### src/rtl/marker_row_tracker_if.sv
// marker_row_tracker_if
// Bundles the per-line results from count_flips (inputs to the tracker) and
// the marker candidate outputs of marker_row_tracker.
//   frame_start_in      : one-cycle pulse at start of frame
//   done_in             : count_flips done level, line valid on rising edge
//   number_of_flips_in  : flips in current line
//   coord_in            : horizontal coordinate of the line's pattern
//   nt_probability_in   : line score, higher is better
//   marker_valid_out    : one-cycle pulse, marker fields updated
//   marker_top_out      : first line index of run
//   marker_bottom_out   : last line index of run
//   marker_x_out        : (min_coord + max_coord) >> 1 over run
//   marker_score_out    : max nt_probability over run
//   marker_count_out    : markers emitted this frame, saturating at 15
// master = line source / marker consumer, slave = the tracker.
interface marker_row_tracker_if;
    logic        frame_start_in;
    logic        done_in;
    logic [3:0]  number_of_flips_in;
    logic [10:0] coord_in;
    logic [10:0] nt_probability_in;

    logic        marker_valid_out;
    logic [10:0] marker_top_out;
    logic [10:0] marker_bottom_out;
    logic [10:0] marker_x_out;
    logic [10:0] marker_score_out;
    logic [3:0]  marker_count_out;

    modport master (
        output frame_start_in, done_in, number_of_flips_in, coord_in, nt_probability_in,
        input  marker_valid_out, marker_top_out, marker_bottom_out, marker_x_out,
               marker_score_out, marker_count_out
    );

    modport slave (
        input  frame_start_in, done_in, number_of_flips_in, coord_in, nt_probability_in,
        output marker_valid_out, marker_top_out, marker_bottom_out, marker_x_out,
               marker_score_out, marker_count_out
    );
endinterface

### src/rtl/marker_row_tracker.sv
// marker_row_tracker
// Groups consecutive qualifying lines from count_flips whose coordinates stay
// within COORD_TOL of the previous line into vertical runs. When a run of at
// least MIN_RUN lines ends, one marker candidate (top, bottom, x centre, best
// score) is emitted with a one-cycle valid pulse, and the per-frame marker
// count is advanced.
// Ports:
//   clk_in : system clock
//   rst_in : synchronous active-high reset
//   bus    : marker_row_tracker_if.slave (line results in, marker fields out)
module marker_row_tracker #(
    parameter int unsigned MIN_FLIPS = 4,
    parameter int unsigned MIN_PROB  = 512,
    parameter int unsigned COORD_TOL = 8,
    parameter int unsigned MIN_RUN   = 6
) (
    input  logic                  clk_in,
    input  logic                  rst_in,
    marker_row_tracker_if.slave   bus
);

    typedef enum logic {SEARCH, TRACK} state_t;

    state_t      state, state_next;

    logic        done_prev;
    logic [10:0] line_cnt;

    logic [10:0] run_top, run_bottom, run_min, run_max, run_last, run_score, run_len;

    logic        capture;
    logic        qualify;
    logic        continuous;
    logic [10:0] line_index;
    logic [11:0] coord_diff;
    logic [11:0] coord_abs;
    logic [11:0] x_sum;

    logic        start_run, extend_run, close_run, emit;

    assign capture = bus.done_in && !done_prev;
    assign qualify = (bus.number_of_flips_in >= 4'(MIN_FLIPS)) &&
                     (bus.nt_probability_in  >= 11'(MIN_PROB));

    // Zero-extended 12-bit subtraction; the result is read as two's complement.
    assign coord_diff = {1'b0, bus.coord_in} - {1'b0, run_last};
    assign coord_abs  = coord_diff[11] ? (12'd0 - coord_diff) : coord_diff;
    assign continuous = (coord_abs <= 12'(COORD_TOL));

    // A frame start restarts indexing, so a coincident capture is line 0.
    assign line_index = bus.frame_start_in ? 11'd0 : line_cnt;

    assign x_sum = {1'b0, run_min} + {1'b0, run_max};

    always_ff @(posedge clk_in) begin
        if (rst_in) begin
            state <= SEARCH;
        end else begin
            state <= state_next;
        end
    end

    always_comb begin
        state_next = state;
        start_run  = 1'b0;
        extend_run = 1'b0;
        close_run  = 1'b0;

        if (bus.frame_start_in) begin
            // Flush the active run, then evaluate any coincident line from SEARCH.
            close_run  = (state == TRACK);
            state_next = SEARCH;
            if (capture && qualify) begin
                start_run  = 1'b1;
                state_next = TRACK;
            end
        end else if (capture) begin
            case (state)
                SEARCH: begin
                    if (qualify) begin
                        start_run  = 1'b1;
                        state_next = TRACK;
                    end
                end
                TRACK: begin
                    if (qualify && continuous) begin
                        extend_run = 1'b1;
                    end else if (qualify) begin
                        close_run  = 1'b1;
                        start_run  = 1'b1;
                    end else begin
                        close_run  = 1'b1;
                        state_next = SEARCH;
                    end
                end
                default: state_next = SEARCH;
            endcase
        end
    end

    assign emit = close_run && (run_len >= 11'(MIN_RUN));

    always_ff @(posedge clk_in) begin
        if (rst_in) begin
            done_prev             <= 1'b0;
            line_cnt              <= '0;
            run_top               <= '0;
            run_bottom            <= '0;
            run_min               <= '0;
            run_max               <= '0;
            run_last              <= '0;
            run_score             <= '0;
            run_len               <= '0;
            bus.marker_valid_out  <= 1'b0;
            bus.marker_top_out    <= '0;
            bus.marker_bottom_out <= '0;
            bus.marker_x_out      <= '0;
            bus.marker_score_out  <= '0;
            bus.marker_count_out  <= '0;
        end else begin
            done_prev <= bus.done_in;

            if (bus.frame_start_in) begin
                line_cnt <= capture ? 11'd1 : 11'd0;
            end else if (capture && (line_cnt != '1)) begin
                line_cnt <= line_cnt + 11'd1;
            end

            // Marker fields are taken from the run as it stood before this line.
            bus.marker_valid_out <= emit;
            if (emit) begin
                bus.marker_top_out    <= run_top;
                bus.marker_bottom_out <= run_bottom;
                bus.marker_x_out      <= x_sum[11:1];
                bus.marker_score_out  <= run_score;
            end

            // A flush emit belongs to the old frame, so the clear wins.
            if (bus.frame_start_in) begin
                bus.marker_count_out <= '0;
            end else if (emit && (bus.marker_count_out != '1)) begin
                bus.marker_count_out <= bus.marker_count_out + 4'd1;
            end

            if (start_run) begin
                run_top    <= line_index;
                run_bottom <= line_index;
                run_min    <= bus.coord_in;
                run_max    <= bus.coord_in;
                run_last   <= bus.coord_in;
                run_score  <= bus.nt_probability_in;
                run_len    <= 11'd1;
            end else if (extend_run) begin
                run_bottom <= line_index;
                run_last   <= bus.coord_in;
                if (bus.coord_in < run_min) begin
                    run_min <= bus.coord_in;
                end
                if (bus.coord_in > run_max) begin
                    run_max <= bus.coord_in;
                end
                if (bus.nt_probability_in > run_score) begin
                    run_score <= bus.nt_probability_in;
                end
                if (run_len != '1) begin
                    run_len <= run_len + 11'd1;
                end
            end
        end
    end

endmodule

### src/flat_wrapper.sv
// flat-port wrapper written by rule: the top's interface ports become plain ports
module marker_row_tracker_flat 
#(
    parameter int unsigned MIN_FLIPS = 4,
    parameter int unsigned MIN_PROB  = 512,
    parameter int unsigned COORD_TOL = 8,
    parameter int unsigned MIN_RUN   = 6
)
  (clk_in, rst_in, bus_frame_start_in, bus_done_in, bus_number_of_flips_in, bus_coord_in, bus_nt_probability_in, bus_marker_valid_out, bus_marker_top_out, bus_marker_bottom_out, bus_marker_x_out, bus_marker_score_out, bus_marker_count_out);
  marker_row_tracker_if bus_i ();
  input  logic clk_in;
  input  logic rst_in;
  input wire logic [$bits(bus_i.frame_start_in)-1:0] bus_frame_start_in;
  input wire logic [$bits(bus_i.done_in)-1:0] bus_done_in;
  input wire logic [$bits(bus_i.number_of_flips_in)-1:0] bus_number_of_flips_in;
  input wire logic [$bits(bus_i.coord_in)-1:0] bus_coord_in;
  input wire logic [$bits(bus_i.nt_probability_in)-1:0] bus_nt_probability_in;
  output wire logic [$bits(bus_i.marker_valid_out)-1:0] bus_marker_valid_out;
  output wire logic [$bits(bus_i.marker_top_out)-1:0] bus_marker_top_out;
  output wire logic [$bits(bus_i.marker_bottom_out)-1:0] bus_marker_bottom_out;
  output wire logic [$bits(bus_i.marker_x_out)-1:0] bus_marker_x_out;
  output wire logic [$bits(bus_i.marker_score_out)-1:0] bus_marker_score_out;
  output wire logic [$bits(bus_i.marker_count_out)-1:0] bus_marker_count_out;
  assign bus_i.frame_start_in = bus_frame_start_in;
  assign bus_i.done_in = bus_done_in;
  assign bus_i.number_of_flips_in = bus_number_of_flips_in;
  assign bus_i.coord_in = bus_coord_in;
  assign bus_i.nt_probability_in = bus_nt_probability_in;
  assign bus_marker_valid_out = bus_i.marker_valid_out;
  assign bus_marker_top_out = bus_i.marker_top_out;
  assign bus_marker_bottom_out = bus_i.marker_bottom_out;
  assign bus_marker_x_out = bus_i.marker_x_out;
  assign bus_marker_score_out = bus_i.marker_score_out;
  assign bus_marker_count_out = bus_i.marker_count_out;
  marker_row_tracker #(.MIN_FLIPS(MIN_FLIPS), .MIN_PROB(MIN_PROB), .COORD_TOL(COORD_TOL), .MIN_RUN(MIN_RUN)) u_core (.clk_in(clk_in), .rst_in(rst_in), .bus(bus_i));
endmodule
### config.mk
export PLATFORM = sky130hd
export DESIGN_NAME = marker_row_tracker_flat
export DESIGN_NICKNAME = d
export VERILOG_FILES = /design/src/rtl/marker_row_tracker_if.sv /design/src/rtl/marker_row_tracker.sv /design/src/flat_wrapper.sv
export SDC_FILE = /design/constraint.sdc
export NUM_CORES = 1
export LEC_CHECK = 0
export BUFFER_PORTS_ARGS = -buffer_cell sky130_fd_sc_hd__buf_4
export CAP_MARGIN = 30
export CORE_ASPECT_RATIO = 0.75
export CORE_MARGIN = 2
export CORE_UTILIZATION = 45
export CTS_BUF_LIST = sky130_fd_sc_hd__clkbuf_4
export DETAILED_ROUTE_END_ITERATION = 12
export GPL_TIMING_DRIVEN = 0
export PLACE_DENSITY = 0.68
export SETUP_SLACK_MARGIN = 0.2
export SYNTH_ARGS = -nofsm -noshare
export SYNTH_HDL_FRONTEND = slang
export SYNTH_SLANG_ARGS = --single-unit
### constraint.sdc
create_clock -name clk_in -period 9.15 [get_ports clk_in]
set_clock_uncertainty 0.15 [all_clocks]
set_input_delay 0.4575 -clock clk_in [delete_from_list [all_inputs] [get_ports clk_in]]
set_output_delay 0.4575 -clock clk_in [all_outputs]
set_load 0.01 [all_outputs]
### After elaboration in Yosys (flattened, before gate mapping)

Cells that the tools add are included.

| storage, ports and cells | value |
|---|---|
| bits in latches | 0 |
| flip-flop bits (word level) | 139 |
| output and inout port bits | 49 |
| memories | 0 |
| ROM bits | 0 |
| word-level logic and storage cells | 95 |
| memory bits (writable) | 0 |

| cells by class | value |
|---|---|
| shift-type cells | 0 |
| equality and inequality tests | 3 |
| bitwise gates (word level) | 1 |
| mux-type cells | 39 |
| reductions and logical operators | 22 |
| add/sub/neg operators | 6 |
| order comparisons | 7 |
| div/mod/pow operators | 0 |
| multiply operators | 0 |

Operators with widths:

| operator | count |
|---|---|
| 2-to-1 mux 11 bit | 16 |
| adder 11 x 1 -> 11 bit, second input constant | 2 |
| greater-than comparator 11 bit | 2 |
| inequality test 11 bit, second input constant | 2 |
| 2-to-1 mux 1 bit | 20 |
| nonzero test 2 bit | 7 |
| adder 11 x 11 -> 12 bit | 1 |
| <= comparator 12 x 4 -> 1 bit, second input constant | 1 |
| 2-to-1 mux 12 bit | 1 |
| subtractor 1 x 12 -> 12 bit, first input constant | 1 |
| subtractor 11 x 11 -> 12 bit | 1 |
| greater-or-equal comparator 11 x 10 -> 1 bit, second input constant | 1 |
| greater-or-equal comparator 11 x 3 -> 1 bit, second input constant | 1 |
| < comparator 11 bit | 1 |
| AND reduction 2 bit | 5 |
| logical AND 1 bit | 7 |
| adder 4 x 1 -> 4 bit, second input constant | 1 |
| greater-or-equal comparator 4 x 3 -> 1 bit, second input constant | 1 |
| inequality test 4 bit, second input constant | 1 |
| case mux 1 bit (2 select lines) | 2 |
| OR reduction 2 bit | 2 |
| logical NOT 1 bit | 1 |
| NOT 1 bit | 1 |

### Depth between registers and ports, before layout

Gate-level depths: netlist of the first run.

| logic depth | value |
|---|---|
| depth in word-level cells | 11 |
| depth in mapped cells | 15 |
| depth with buffers taken out | 13 |

### Worst setup path before layout of the first run

Ideal clock, no wire load.

| timing path | value |
|---|---|
| path kind | input to register |
| start | input port bus_coord_in[0] |
| end | register u_core.bus.marker_x_out[0] |
| library setup time | 0.123 ns |
| stages | 14 |
| arrival | 3.709 ns |
| path buffers | 1 |
| path slack | 5.168 ns |
| required time | 8.877 ns |
| cells stage by stage | inv_1 ha_1 inv_1 fa_1 a211oi_2 nor2_1 o221a_1 or3_1 a2111o_1 a2111oi_2 o21ai_2 a22o_1 buf_6 mux2_1 |

| on the way | value |
|---|---|
| cells in the longest elaborated chain, start to end | 10 |

RTL lines:

| item | RTL line | source |
|---|---|---|
| start, declared | flat_wrapper.sv:16 | `input wire logic [$bits(bus_i.coord_in)-1:0] bus_coord_in;` |
| subtractor 11 x 11 -> 12 bit * | marker_row_tracker.sv:46 | `assign coord_diff = {1'b0, bus.coord_in} - {1'b0, run_last};` |
| subtractor 1 x 12 -> 12 bit | marker_row_tracker.sv:47 | `assign coord_abs = coord_diff[11] ? (12'd0 - coord_diff) : coord_diff;` |
| 2-to-1 mux 12 bit * | marker_row_tracker.sv:47 |  |
| <= comparator 12 x 4 -> 1 bit * | marker_row_tracker.sv:48 | `assign continuous = (coord_abs <= 12'(COORD_TOL));` |
| logical AND 1 bit * | marker_row_tracker.sv:86 | `if (qualify && continuous) begin` |
| 2-to-1 mux 1 bit * | marker_row_tracker.sv:86 |  |
| 2-to-1 mux 1 bit * | marker_row_tracker.sv:78 | `case (state)` |
| 2-to-1 mux 1 bit * | marker_row_tracker.sv:77 | `end else if (capture) begin` |
| 2-to-1 mux 1 bit * | marker_row_tracker.sv:69 | `if (bus.frame_start_in) begin` |
| logical AND 1 bit * | marker_row_tracker.sv:101 | `assign emit = close_run && (run_len >= 11'(MIN_RUN));` |
| end signal, assigned | marker_row_tracker.sv:134 | `bus.marker_x_out <= x_sum[11:1];` |
| end, declared | marker_row_tracker_if.sv:38 | `output marker_valid_out, marker_top_out, marker_bottom_out, marker_x_out,` |

Every way passes the cells marked *; elsewhere a longest branch is shown, timed or not.
A chain may end at the register's enable or synchronous reset.

### Final worst setup path of the first run

| timing path | value |
|---|---|
| start | register u_core.run_last[0] |
| end | register u_core.bus.marker_x_out[5] |

| on the way | value |
|---|---|
| cells in the longest elaborated chain, start to end | 10 |

RTL lines:

| item | RTL line | source |
|---|---|---|
| start, declared | marker_row_tracker.sv:29 | `logic [10:0] run_top, run_bottom, run_min, run_max, run_last, run_score, run_len;` |
| start signal, assigned | marker_row_tracker.sv:150 | `run_last <= bus.coord_in;` |
| start signal, assigned | marker_row_tracker.sv:155 | `run_last <= bus.coord_in;` |
| subtractor 11 x 11 -> 12 bit * | marker_row_tracker.sv:46 |  |
| subtractor 1 x 12 -> 12 bit | marker_row_tracker.sv:47 |  |
| 2-to-1 mux 12 bit * | marker_row_tracker.sv:47 |  |
| <= comparator 12 x 4 -> 1 bit * | marker_row_tracker.sv:48 |  |
| logical AND 1 bit * | marker_row_tracker.sv:86 |  |
| 2-to-1 mux 1 bit * | marker_row_tracker.sv:86 |  |
| 2-to-1 mux 1 bit * | marker_row_tracker.sv:78 |  |
| 2-to-1 mux 1 bit * | marker_row_tracker.sv:77 |  |
| 2-to-1 mux 1 bit * | marker_row_tracker.sv:69 |  |
| logical AND 1 bit * | marker_row_tracker.sv:101 |  |

Marks and branches as above.

==> metrics.md, run 1 <==
| Metric | Value |
|---|---|
| Via count of the first global-routing pass | 6,340 |
| Dpl cell area | 8650 um2 |
| Share of layout cells above drive strength 1 | 12.57% |
| RSZ-0062 raised after global routing | false |
| CTS Root Buffer Type | clkbuf_4 |
| Initial antenna violation count | 1 |
| Post-layout instance count excluding filler cells | 1,282 |
| First-pass GRT wire length | 33,330 um |
| Final worst path period need | 4.542 ns |
| Std-Cell Rows | 41 |
| Largest family of logic cells by synthesized area | simple AND/OR/NAND/NOR gates |
| Area share of xor/xnor cells in the synthesized design | 1.903% |
| Width of the chip | 156.3 um |
| Starting utilization of the core area | 46.22% |
| Number of enable flip-flop cells after synthesis | 0 |
| Max-Cap Viols | 0 |
| Classification of the worst setup path | reg2reg |
| Fillers | 1,610 |
| Slowest stage delay, CP | 0.83 ns |
| Post-synthesis cell count | 954 |
| Synthesis warning total | 0 |
| Final max-slew violation count | 0 |
| Average vias per placed instance | 5.535 |
| Net total in the final layout | 1,143 |
| TritonCTS sink count | 139 |
| Core footprint | 16,930 um2 |
| Arrival time of data at the critical path endpoint | 4.89 ns |
| FF-to-FF path depth | 13 |
| DR pass1 iterations | 7 |
| Buffering stage count on the worst path with inverters included | 2 |
| Vias post-DR | 7,096 |
| Fraction of registers with async set/reset | 0% |
| Number of resized instances in the post-cts repair step | 0 |
| Avg Inst Size Synth | 8.202 um2 |
| Area share of and/or/nand/nor cells after synthesis | 20.31% |
| Finished layout cell area | 8961 um2 |
| Syn Std Cell Area | 7825 um2 |
| Synthesized net count | 1,043 |
| Post-synthesis sequential area ratio | 35.56% |
| Top_reg_cell synth | dfxtp_1 |
| TritonCTS clock tree | built |
| Slowest cell on crit path | o22ai_1 |
| Sum Neg Setup Slack | 0 ns |
| Final routed wirelength across all metal layers | 20,910 um |
| Final Hold Vio Count | 0 |
| Worst setup timing slack at the placement stage | 4.297 ns |
| RD Place Congestion | 0.9297 |
| Tightest Pin Transition | 1.047 ns |
| Clock latency of the later-clocked register in the worst-skew pair | 0.56 ns |
| Proportion of synthesized area in mux cells | 7.179% |
| Final Setup Violations | 0 |
| Number of violations reported at the end of detailed-routing iteration 0 | 629 |
| Total routing resource utilization after global routing | 22.74% |
| Clock slew seen by the registers of the worst setup and hold paths | 0.13 ns |
| Ports placed on the boundary | 79 |
| Cell depth of the worst min-delay path | 3 |
| Final Power | 1.191 mW |
| Part of the cycle the worst path needs | 49.64% |
| Largest net degree at the start of global routing | 17 |
| Share of the synthesized area in compound gates (AO/OA/AOI/OAI) | 19.60% |
| Kind of cell adding the most delay to the critical path | compound AO/OA/AOI/OAI gates |
| Leak | 3.429 nW |
| Number of buffers on the longest clock path | 2 |
| Post-detailed-route DRC marker count | 0 |
| Critical path startpoint category | flop |
| Worst-path fanout max | 10 |
| Total die area | 18,470 um2 |
| ANT nets after route | 0 |
| Path type of the worst min-delay path | in2reg |
| Run status | completed |
| Final routed wire length divided by cell count | 16.31 um |
| Cell breakdown of the critical path | ha_1, inv_1, fa_1, a21o_1, a221o_1, o22ai_1, xor2_1, or3_1, o22ai_1, o21ai_2, a22oi_1, buf_2, mux2i_1 |
| Required time of the worst setup path | 9.49 ns |
| TritonCTS buffer count | 17 |
| Max IR drop VDD | 0.00006808 V |
| P per Cell Area | 132.9 nW/um2 |
| Synth cell types | 76 |
| Max Freq | 220.2 MHz |
| HPWL reported at the end of detailed placement | 15,620 um |
| Adder-cell share of the synthesized area | 9.626% |
| Smallest setup slack after layout | 4.608 ns |
| Number of placed instances with taps included | 1,243 |
| Post-synthesis sequential element count | 139 |
| Library cell appearing most often on the critical path | o22ai_1 |
| Worst slew slack as a fraction of its limit | 30.17% |
| Layout overhead on the synthesized area | 14.52% |
| Total overflow reported by the global router | 0 |
| Number of port buffers | 74 |
| Number of cells on the critical path | 13 |
| Floorplan die height | 118.2 um |
| Element type at the critical path end | flop |
| H-tree depth | 4 |
[power breakdown]
group / leakage [nW] / switching [mW] / total, mW / internal, mW
clock network: 0.133 / 0.231 / 0.364 / 0.133
logic: 2.17 / 0.126 / 0.201 / 0.0753
registers: 1.12 / 0.00948 / 0.626 / 0.616
[Yosys cell counts, drive strengths merged (7+ instances only)]
master    n  share of area [%]
nor3     10               0.70
nand4    10               0.80
xnor2     7               0.78
xor2     10                1.1
dfxtp   139                 36
clkbuf   38                1.8
a21oi    77                5.0
o21ai    63                4.1
nor2b    21                1.7
mux2i    55                7.0
nand2   168                8.1
a211oi    7               0.80
or3      10               0.80
ha       57                9.1
nor2     34                1.6
inv      57                2.7
nand3    49                3.1
a21o     11                1.1
buf      15                1.3
[worst register-to-register path, delay by kind of cell (launching register included)]
family	cells	cell delay, ns
and+or+nand+nor	1	0.44
muxes	1	0.24
DFF	1	0.36
buffers and inverters	2	0.45
AOI/OAI and AO/OA	6	2.13
xor gates and xnor gates	1	0.10
adders and majority gates	2	0.63
[cells by family (layout without fill, tap and decap cells)]
group                    after synthesis  in the layout
adder cells (fa/ha/maj)               59             59
XOR/XNOR                              17             17
AND/OR/NAND/NOR                      338            338
multiplexers                          56             56
other                                  0              1
buffers and inverters                110            222
flip-flops                           139            139
AO/OA/AOI/OAI                        235            235
[repair_timing]
action / in CTS / in global routing
hold buffers: 6 / 1
buffers inserted: 0 / 0
endpoints found under the setup margin: 0 / 0
endpoints found under the hold margin: 6 / 1
[cell usage in the layout, fill, tap and decap left out, types with 11 or more instances in the layout]
cell,instances
clkbuf_4,18
o21ai_1,18
nand2_1,168
mux2i_1,55
buf_4,76
nor2b_1,21
a21oi_1,76
a21o_1,11
nor2_1,34
o21ai_0,44
clkbuf_1,38
nand3_1,49
inv_1,56
dfxtp_1,139
ha_1,57
[cell type report]
cell class	count	area, um2	share of cell area [%]
diodes	1	2.502	0.02793
plain buffers	53	241.5	2.695
clock buffers	18	135.1	1.508
clock inverters	13	103.9	1.159
inverters	57	214.0	2.388
multi-input cells	705	4587	51.19
flip-flops and latches	139	2783	31.05
well taps	215	269.0	3.002
repair buffers	81	625.6	6.981
[path summary, 6_finish.rpt]
kind | from | to | slack (ns)
worst min-delay path | bus_nt_probability_in[9] | u_core.run_score[9] | 0.04
worst max-delay path | u_core.run_last[0] | u_core.bus.marker_x_out[5] | 4.61
worst max register to register | u_core.run_last[0] | u_core.bus.marker_x_out[5] | 4.61
worst min register to register | u_core.run_bottom[1] | u_core.bus.marker_bottom_out[1] | 0.31
[routing by layer]
layer | global-route usage [%] | up-vias | wire length, um
met5 | 0 | - | 0
met4 | 5.275 | 0 | 221
met3 | 4.694 | 13 | 1289
met2 | 31.42 | 204 | 8337
met1 | 35.57 | 3292 | 11060
li1 | - | 3587 | -
[through the flow]
stage               hold WS, ns  utilization, %
finish                  0.04047           52.93
global route            0.01019           52.93
global placement         0.2929           51.09
detailed placement       0.2967           51.09
floorplan                0.2863               -
CTS                    0.009498           52.86
No activity file was read; power rests on OpenSTA's default activity.
==> run 2, diff against run 1 <==
Settings changed: ABC_AREA from default to 1.
Clock period 9.15 ns to 4.5 ns, I/O delays scaled along.
==> metrics.md, run 2 <==
| Metric | Value |
|---|---|
| Area taken by multi-input logic gates | 4000 um2 (was 4587 um2) |
| Dominant cell type by area after synthesis | dfxtp_1 (unchanged) |
| Vias post-DR | 6,788 (was 7,096) |
| Run status | completed (unchanged) |
| TritonCTS sink count | 139 (unchanged) |
| Synth cell types | 46 (was 76) |
| Cell with the most instances after synthesis | nand2_1 (unchanged) |
| Proportion of netlist area held by the largest area contributor | 37.40% (was 35.56%) |
| RSZ-0062 raised after global routing | false (unchanged) |
| Synthesized net count | 1,089 (was 1,043) |
| Initial antenna violation count | 0 (was 1) |
| Adder-cell share of the synthesized area | 10.12% (was 9.626%) |
| Dpl cell area | 8267 um2 (was 8650 um2) |
| Number of resized instances in the post-cts repair step | 0 (unchanged) |
| TritonCTS buffer count | 17 (unchanged) |
| Final Setup Violations | 0 (unchanged) |
| RD Place Congestion | 0.8902 (was 0.9297) |
| Max Freq | 254.9 MHz |
| Number of enable flip-flop cells after synthesis | 0 (unchanged) |
| Number of violations reported at the end of detailed-routing iteration 0 | 478 (was 629) |
| Share of the synthesized area in compound gates (AO/OA/AOI/OAI) | 18.04% (was 19.60%) |
| Ports placed on the boundary | 79 (unchanged) |
| Avg Inst Size Synth | 7.441 um2 (was 8.202 um2) |
| Post-synthesis cell count | 1,000 (was 954) |
| Floorplan die height | 115.4 um (was 118.2 um) |
| HPWL reported at the end of detailed placement | 14,240 um (was 15,620 um) |
| Top cells by instance count after synthesis | 168 x nand2_1, 139 x dfxtp_1, 128 x nor2_1 (was 168 x nand2_1, 139 x dfxtp_1, 76 x a21oi_1) |
| Average vias per placed instance | 5.047 (was 5.535) |
| Total overflow reported by the global router | 0 (unchanged) |
| Post-layout instance count excluding filler cells | 1,345 (was 1,282) |
| Element type at the critical path end | flop (unchanged) |
| Total routing resource utilization after global routing | 22.17% (was 22.74%) |
| Quantity of hold-fixing buffers added after cts | 28 (was 6) |
| Sum Neg Setup Slack | 0 ns (unchanged) |
| Top library cells by usage in the layout, fill and taps aside | 168 x nand2_1, 139 x dfxtp_1, 128 x nor2_1, 117 x inv_1, 87 x a21oi_1 (was 168 x nand2_1, 139 x dfxtp_1, 76 x a21oi_1, 76 x buf_4, 57 x ha_1) |
| Met1 Usage GRT | 33.55% (was 35.57%) |
| Final worst path period need | 3.923 ns |
| Width of the chip | 152.5 um (was 156.3 um) |
| Largest net degree at the start of global routing | 17 (unchanged) |
| Post-synthesis sequential element count | 139 (unchanged) |
| Fraction of registers with async set/reset | 0% (unchanged) |
| Post-CTS setup buffer count | 0 (unchanged) |
| Post-synthesis sequential area ratio | 37.40% (was 35.56%) |
| First-pass GRT wire length | 31,060 um (was 33,330 um) |
| Final Hold Vio Count | 0 (unchanged) |
| Required time of the worst setup path | 4.81 ns (was 9.49 ns) |
| Fillers | 1,572 (was 1,610) |
| Area share of xor/xnor cells in the synthesized design | 1.648% (was 1.903%) |
| Clock slew seen by the registers of the worst setup and hold paths | 0.12 ns (was 0.13 ns) |
| Area share of and/or/nand/nor cells after synthesis | 23.94% (was 20.31%) |
| H-tree depth | 4 (unchanged) |
| Worst-path fanout max | 10 (unchanged) |
| Via count of the first global-routing pass | 6,216 (was 6,340) |
| Final max-slew violation count | 0 (unchanged) |
| Synthesis warning total | 0 (unchanged) |
| DR pass1 iterations | 5 (was 7) |
| Max IR drop VDD | 0.0001498 V (was 0.00006808 V) |
| P per Cell Area | 309.8 nW/um2 (was 132.9 nW/um2) |
| Worst slew slack as a fraction of its limit | 54.40% (was 30.17%) |
| Core footprint | 16,120 um2 (was 16,930 um2) |
| Number of placed instances with taps included | 1,285 (was 1,243) |
| Net total in the final layout | 1,211 (was 1,143) |
| Final routed wirelength across all metal layers | 18,860 um (was 20,910 um) |
| Final routed wire length divided by cell count | 14.02 um (was 16.31 um) |
| Starting utilization of the core area | 46.17% (was 46.22%) |
| Arrival time of data at the critical path endpoint | 4.24 ns (was 4.89 ns) |
| Syn Std Cell Area | 7441 um2 (was 7825 um2) |
| ANT nets after route | 0 (unchanged) |
| Total die area | 17,590 um2 (was 18,470 um2) |
| TritonCTS clock tree | built (unchanged) |
| Number of port buffers | 75 (was 74) |
| Layout overhead on the synthesized area | 18.92% (was 14.52%) |
| Max-Cap Viols | 0 (unchanged) |
| Part of the cycle the worst path needs | 87.17% |
| CTS Root Buffer Type | clkbuf_4 (unchanged) |
| M2 GR Usage | 32.10% (was 31.42%) |
| Std-Cell Rows | 40 (was 41) |
| Number of buffers on the longest clock path | 2 (unchanged) |
| Diodes inserted | 0 (was 1) |
| Leak | 3.853 nW (was 3.429 nW) |
| Post-detailed-route DRC marker count | 0 (unchanged) |
| Largest family of logic cells by synthesized area | simple AND/OR/NAND/NOR gates (unchanged) |
| Classification of the worst setup path | in2reg (was reg2reg) |
| Top_reg_cell synth | dfxtp_1 (unchanged) |
| Flip-flop and latch area | 2783 um2 (unchanged) |
| Path type of the worst min-delay path | in2reg (unchanged) |
| Most frequent standard cell in the layout excluding fill and tap cells | nand2_1 (unchanged) |
| Critical path startpoint category | primary input (was flop) |
| Share of layout cells above drive strength 1 | 15.86% (was 12.57%) |
| Clock latency of the later-clocked register in the worst-skew pair | 0.57 ns (was 0.56 ns) |
| Proportion of synthesized area in mux cells | 0% (was 7.179%) |
| Main area contributors after synthesis | dfxtp_1 37%, ha_1 9.6%, nand2_1 8.5%, nor2_1 6.5%, inv_1 5.9% (was dfxtp_1 36%, ha_1 9.1%, nand2_1 8.1%, mux2i_1 7.0%, a21oi_1 4.9%) |
| Global-route layer with the greatest usage | met1 (unchanged) |
| Finished layout cell area | 8848 um2 (was 8961 um2) |
| Global-route track usage on met3 | 4.975% (was 4.694%) |
| Tightest Pin Transition | 0.6839 ns (was 1.047 ns) |
==> run 2: through the flow <==
stage	power (mW)	worst slack, ns	utilization, %	hold WS [ns]
final	2.741	0.5774	54.91	0.08566
after global placement	1.857	0.9502	51.30	0.2967
after global routing	2.893	0.3565	54.91	0.09742
after floorplan	1.727	1.708	-	0.1999
after detailed placement	1.866	0.9415	51.30	0.3033
after CTS	2.756	0.6623	54.91	0.04582
==> run 2: worst max-delay path, cell delays in order <==
cell and delay, ns:
dlygate4sd3_1 0.55, buf_4 0.16, inv_1 0.12, ha_1 0.16, inv_1 0.08, fa_1 0.44
nand2_1 0.11, nand3_2 0.07, nor2_1 0.26, nand3_2 0.13, nor2_4 0.13, nand4_1 0.10
nand2_1 0.07, nand2_1 0.04, nand2_1 0.09, nand2_2 0.07, nor2_4 0.17, nand2_4 0.09
nand2_8 0.13, nand2_1 0.08, buf_2 0.21, nand2_1 0.09, a21oi_1 0.05, dlygate4sd3_1 0.58
==> run 2: layer usage <==
layer,wire length [um],share of wire (%),up-vias
met5,0,0,-
met3,1082,5.7,11
met2,7558,40,146
met4,143,0.76,0
met1,10070,53,3088
li1,-,-,3543
==> run 2: final timing paths <==
check / cells past startpoint / to / slack (ns) / startpoint
setup / recovery: 24 / u_core.run_min[1] / 0.58 / bus_coord_in[0]
hold / removal: 2 / u_core.line_cnt[1] / 0.09 / rst_in
setup reg to reg: 21 / u_core.run_min[1] / 0.73 / u_core.run_last[0]
hold reg to reg: 2 / u_core.run_last[8] / 0.32 / u_core.run_last[8]
==> run 2: layout make-up <==
cell class / instances / area share (%)
well taps: 210 / 2.969
flip-flops and latches: 139 / 31.45
clock inverters: 15 / 1.965
inverters: 122 / 5.204
plain buffers: 34 / 2.234
clock buffers: 17 / 1.442
repair buffers: 103 / 9.531
multi-input cells: 705 / 45.21
==> run 2: cell families (layout without fill, tap and decap cells) <==
kind of cell / after synthesis / in the layout
adders and majority gates: 59 / 59
buffers and inverters: 156 / 291
xor gates and xnor gates: 14 / 14
DFF: 139 / 139
and+or+nand+nor: 399 / 399
AOI/OAI and AO/OA: 233 / 233
==> run 2: power breakdown <==
| part | internal, mW | leakage [nW] | switching (mW) | total [mW] |
|---|---|---|---|---|
| logic | 0.214 | 2.57 | 0.347 | 0.562 |
| clock network | 0.384 | 0.152 | 0.493 | 0.876 |
| registers | 1.28 | 1.13 | 0.0255 | 1.30 |
| total | 1.88 | 3.85 | 0.865 | 2.74 |
